`config.mk`:
```
export PLATFORM = sky130hd
export DESIGN_NAME = alu_arbiter
export DESIGN_NICKNAME = d
export VERILOG_FILES = /design/src/rtl/alu_arbiter.sv
export SDC_FILE = /design/constraint.sdc
export NUM_CORES = 1
export LEC_CHECK = 0
export CAP_MARGIN = 5
export CORE_UTILIZATION = 36
export CTS_CLUSTER_DIAMETER = 40
export DETAILED_ROUTE_END_ITERATION = 10
export PLACE_DENSITY = 0.8
export SETUP_SLACK_MARGIN = 0.4
export SKIP_LAST_GASP = 1
export SLEW_MARGIN = 20
export SYNTH_ARGS = -nofsm -noshare
export SYNTH_HDL_FRONTEND = slang
export SYNTH_SLANG_ARGS = --single-unit
```
`constraint.sdc`:
```
create_clock -name clk -period 2.47 [get_ports clk]
set_input_delay 0.741 -clock clk [delete_from_list [all_inputs] [get_ports clk]]
set_output_delay 0.741 -clock clk [all_outputs]
set_load 0.05 [all_outputs]
```
`src/rtl/alu_arbiter.sv`:
```
// alu_arbiter: two-requester round-robin front end for one shared ALU.
// Ports:
//   clk, rst                 - clock and synchronous active-high reset
//   req0_* / req1_*          - valid/ready request channels (a, b, op)
//   alu_a, alu_b, alu_control - registered operands to the shared ALU
//   alu_result, alu_zero     - combinational ALU outputs
//   rsp_*                    - valid/ready response channel (result, zero, id, err)
module alu_arbiter #(
    parameter int n = 32
) (
    input  logic         clk,
    input  logic         rst,
    input  logic         req0_valid,
    output logic         req0_ready,
    input  logic [n-1:0] req0_a,
    input  logic [n-1:0] req0_b,
    input  logic [3:0]   req0_op,
    input  logic         req1_valid,
    output logic         req1_ready,
    input  logic [n-1:0] req1_a,
    input  logic [n-1:0] req1_b,
    input  logic [3:0]   req1_op,
    output logic [n-1:0] alu_a,
    output logic [n-1:0] alu_b,
    output logic [3:0]   alu_control,
    input  logic [n-1:0] alu_result,
    input  logic         alu_zero,
    output logic         rsp_valid,
    input  logic         rsp_ready,
    output logic [n-1:0] rsp_result,
    output logic         rsp_zero,
    output logic         rsp_id,
    output logic         rsp_err
);

    typedef enum logic [1:0] {
        IDLE,
        EXEC,
        RESP
    } state_t;

    state_t       state;
    state_t       state_nxt;
    logic         last;
    logic         grant;
    logic         any;
    logic         accept;
    logic         unsup;
    logic         id_q;
    logic [n-1:0] a_q;
    logic [n-1:0] b_q;
    logic [3:0]   op_q;

    // Round-robin: on a tie, the requester not served last wins.
    always_comb begin
        any   = req0_valid | req1_valid;
        grant = 1'b0;
        if (req0_valid && req1_valid)
            grant = ~last;
        else if (req1_valid)
            grant = 1'b1;
    end

    assign accept     = (state == IDLE) && any && !rst;
    assign req0_ready = accept && !grant;
    assign req1_ready = accept && grant;

    assign alu_a       = a_q;
    assign alu_b       = b_q;
    assign alu_control = op_q;
    assign unsup       = (op_q >= 4'd13);
    assign rsp_valid   = (state == RESP);

    always_ff @(posedge clk) begin
        if (rst)
            state <= IDLE;
        else
            state <= state_nxt;
    end

    always_comb begin
        state_nxt = state;
        unique case (state)
            IDLE:    if (any) state_nxt = EXEC;
            EXEC:    state_nxt = RESP;
            RESP:    if (rsp_ready) state_nxt = IDLE;
            default: state_nxt = IDLE;
        endcase
    end

    always_ff @(posedge clk) begin
        if (rst) begin
            a_q        <= '0;
            b_q        <= '0;
            op_q       <= '0;
            id_q       <= 1'b0;
            last       <= 1'b1;
            rsp_result <= '0;
            rsp_zero   <= 1'b0;
            rsp_id     <= 1'b0;
            rsp_err    <= 1'b0;
        end else begin
            unique case (state)
                IDLE: begin
                    if (any) begin
                        a_q  <= grant ? req1_a : req0_a;
                        b_q  <= grant ? req1_b : req0_b;
                        op_q <= grant ? req1_op : req0_op;
                        id_q <= grant;
                    end
                end
                EXEC: begin
                    // Unsupported codes report a forced zero result.
                    rsp_result <= unsup ? '0 : alu_result;
                    rsp_zero   <= unsup ? 1'b1 : alu_zero;
                    rsp_id     <= id_q;
                    rsp_err    <= unsup;
                end
                RESP: begin
                    if (rsp_ready)
                        last <= rsp_id;
                end
                default: ;
            endcase
        end
    end

endmodule

```
Yosys cells after proc, flatten, opt, wreduce, memory -nomap -nowiden
Cells that the tools add are included.
Widths: inputs -> output; s select.

word-level totals
  input port bits = 174
  output and inout port bits = 106
  word-level logic and storage cells = 38
  register bits after elaboration = 107

cells by class
  reductions and logical operators = 11
  bitwise logic cells = 2
  order comparisons = 1
  multiplexer cells = 10
  equality and inequality tests = 4

operator list
  operator            count
  $mux 32             3
  $pmux 2 s3          1
  $reduce_and 2->1    3
  $logic_and 1x1->1   5
  $ge 4x4->1 const B  1
  $mux 2              2
  $mux 4              1
  $mux 1              3
  $eq 2x1->1 const B  1
  $eq 2x2->1 const B  1
  $logic_not 1->1     2
  $logic_not 2->1     1
  $ne 2x1->1 const B  1
  $ne 2x2->1 const B  1
  $not 1->1           1
  $or 1x1->1          1

Depth between registers and ports, before layout
  depth after elaboration = 4
  mapped depth = 6
  gate-level depth less buffers = 3

Worst setup path before layout
OpenSTA, ideal clock, no wires.

  path type = input -> output
  start point = input port req1_valid
  end point = output port req1_ready
  cell stages on the path = 5
  arrival = 2,098 ps
  required time = 1,729 ps
  slack = -369 ps
  buffers on the path = 3
  cell sequence = a21bo_1 > buf_2 > buf_4 > buf_2 > nor2_1

between the ends
  word-level cells in the longest chain between the ends = 4
  elaborated cells between the ends (all ways) = 7
  classes of those cells = 2 x mux; 1 x bitwise; 4 x reduce/logical

RTL lines
  element                          RTL line  RTL
  from (decl)                      18        input logic req1_valid,
  $or 1x1->1                       56        any = req0_valid | req1_valid;
  $logic_and 1x1->1 (2 in series)  64        assign accept = (state == IDLE) && any && !rst;
  $logic_and 1x1->1 (*)            66        assign req1_ready = accept && grant;
  to (decl)                        19        output logic req1_ready,

Every way passes the cells marked *; elsewhere a longest branch is shown, timed or not.

Worst setup path in the final report
  start point = input port rst
  end point = output port req0_ready

between the ends
  word-level cells in the longest chain between the ends = 3

RTL lines
  element            RTL line  RTL
  from (decl)        12        input logic rst,
  $logic_not 1->1    64
  $logic_and 1x1->1  64
  $logic_and 1x1->1  65        assign req0_ready = accept && !grant;
  to (decl)          14        output logic req0_ready,

Every way passes these cells.

==> impl_metrics.env <==
export IMPL_cts_buffers=9
export IMPL_ys_warn_count=0
export IMPL_worstPathRequired_ns=1.73
export IMPL_post_route_period_util_pct=95.3
export IMPL_cts_htree_levels=3
export IMPL_synth_edff_count=0
export IMPL_min_period_ns=2.35
export IMPL_slew_viol_final=0
export IMPL_clk_latency_ns=0.35
export IMPL_synthTopCellsByArea="dfxtp_1 50%, a221o_1 13%, nor3_1 6.5%"
export IMPL_rrSetupSlack_ns=0.54
export IMPL_cts_root_buf="clkbuf_16"
export IMPL_post_synth_top_area_cell="dfxtp_1"
export IMPL_rsz0062_at_grt="yes"
export IMPL_drive_gt1_share_pct=6.28
export IMPL_core_mm2=0.0115
export IMPL_yosysTopAreaCellShare_pct=50.4
export IMPL_overflow=0
export IMPL_irDropWorstVdd_mv=0.735
export IMPL_synth_seq_cells=107
export IMPL_nNetsFinal=901
export IMPL_io_pins=280
export IMPL_post_route_cell_area_mm2=0.00740
export IMPL_vias=4524
export IMPL_grt_max_degree=56
export IMPL_power_leakage_nw=3.41
export IMPL_grtUsageMet1_pct=26.1
export IMPL_dp_final_hpwl_um=10600
export IMPL_first_pass_iters=4
export IMPL_worstPathArrival_ns=1.61
export IMPL_ys_top_cells_by_count="107 x dfxtp_1, 56 x inv_1, 55 x a221o_1, 55 x nor3_1, 35 x a21oi_1"
export IMPL_synth_most_common_cell="dfxtp_1"
export IMPL_worstSetupStartpointType="input port"
export IMPL_portBuffers=279
export IMPL_drv_cap=0
export IMPL_p_per_area_mw_per_mm2=673
export IMPL_synth_fp_nets=638
export IMPL_groute_layer_met3_usage_pct=8.37
export IMPL_cts_tree="yes"
export IMPL_gp_congestion=0.808
export IMPL_drt_iter0_drc=380
export IMPL_grt_busiest_layer="met2"
export IMPL_finalHoldViolations=0
export IMPL_grt_pass1_wl_um=23700
export IMPL_critPathMaxFanout=4
export IMPL_tns_ns=0
export IMPL_maxSlewHeadroom_pct=59.2
export IMPL_grt_met2_usage_pct=42.9
export IMPL_core_rowCount=39
export IMPL_syn_inst=464
export IMPL_n_antenna_cell=0
export IMPL_yosysSeqAreaShare_pct=50.4
export IMPL_status="completed"
export IMPL_grt_usage_pct=24.1
export IMPL_cts_buffer_depth=2
export IMPL_async_flop_share_pct=0
export IMPL_wl_um=14800
export IMPL_hp_class="flip-flop to flip-flop"
export IMPL_initial_core_util_pct=37.1
export IMPL_cts_reportedPaths_clkPinSlew_ns=0.07
export IMPL_clock_sinks=107
export IMPL_worst_slew_pin_transition_ns=0.612
export IMPL_avgViaCountPerCell=5.17
export IMPL_cp_end_kind="output pin"
export IMPL_max_freq_mhz=425
export IMPL_placed_cell_area_mm2=0.00717
export IMPL_fp_dieH_um=111
export IMPL_drc=0
export IMPL_synth_cell_types=28
export IMPL_worstSetupPathType="input port to output pin"
export IMPL_die_x_um=111
export IMPL_syn_to_final_growth_pct=74.1
export IMPL_syn_avg_cell_area_um2=9.16
export IMPL_skew_ns=0.00709
export IMPL_antenna_left=0
export IMPL_routedWlPerCell_um=16.9
export IMPL_final_setup_viol_count=0
export IMPL_whs_ns=0.448
export IMPL_syn_area_mm2=0.00425
export IMPL_grt_pass1_vias=4684
export IMPL_antenna_found_initial=0
export IMPL_die_area_mm2=0.0122
export IMPL_synth_ff_type="dfxtp_1"
sequential cells by signal (all words and copies together), names as in the netlist:
name and count:
alu_control 4, alu_b 32, rsp_result 32, alu_a 32
id_q 1, state 2, rsp_zero 1, rsp_id 1
rsp_err 1, last 1
cell families after synthesis:
logic type,count (synthesis),share of synthesized area [%]
AO/OA/AOI/OAI,110,21.1
buffers and inverters,100,10.2
flip-flops,107,50.4
multiplexers,13,3.06
AND/OR/NAND/NOR,134,15.2
layer usage:
| metal | vias up | share of wire, % |
|---|---|---|
| met2 | 202 | 52 |
| met1 | 2120 | 38 |
| met3 | 27 | 8.1 |
| li1 | 2175 | - |
| met5 | - | 0 |
| met4 | 0 | 2.2 |
final cells by class:
| class | count | area (um^2) |
|---|---|---|
| tap | 143 | 179 |
| sequential | 107 | 2140 |
| fill | 974 | 4070 |
| multi-input combinational | 257 | 1720 |
| timing repair buffer | 295 | 2830 |
| inverter | 57 | 214 |
| clock buffer | 9 | 225 |
| clock inverter | 7 | 91.3 |
cell usage in the layout (no fill, tap or decap), drive strengths merged:
cell and count:
clkdlybuf4s15 1, a311o 1, a21bo 1, or3 1
dfxtp 107, inv 58, bufinv 2, a311oi 1
o211ai 1, o2bb2ai 13, a21oi 35, nand3 32
clkinvlp 1, a211oi 1, a221o 55, clkdlybuf4s50 170
clkbuf 9, or2 1, a21boi 1, nor3 55
nand2b 3, clkinv 3, dlygate4sd2 103, a21o 1
mux2i 13, buf 21, nand2 34, nor3b 1
nor2b 3, nor2 4
critical path, stage by stage:
cell and delay, ns:
buf_6 0.09, or3_4 0.36, nor3b_4 0.24, buf_12 0.17
what timing repair did:
| action | in CTS | in global routing |
|---|---|---|
| hold buffers | 0 | 0 |
| setup endpoints to repair | 159 | 56 |
| pin swaps | 3 | 3 |
| gates resized for setup | 113 | 2 |
| buffers inserted | 1 | 1 |
final timing paths:
kind                   from              to  cells after the start
min          rsp_result[24]  rsp_result[24]                      2
min reg2reg  rsp_result[24]  rsp_result[24]                      2
max reg2reg        state[1]        alu_b[0]                      4
max                     rst      req0_ready                      4
power breakdown:
group	internal [W]	switching (W)	total, W
clock	0.000887	0.000646	0.00153
combinational	0.000563	0.000908	0.00147
sequential	0.00188	0.0000877	0.00197
total	0.00333	0.00164	0.00498
metrics by stage:
step                      std cells  worst slack [ns]  util, %  power (W)
after detailed placement        857            -0.230     62.6    0.00358
final                           875             0.117     64.5    0.00498
after CTS                       874            0.0511     64.4    0.00502
after global placement          857            -0.239     62.6    0.00355
after global routing            875            0.0715     64.5    0.00517
after floorplan                 464             0.104        -    0.00290
No activity file was read; power rests on OpenSTA's default activity.
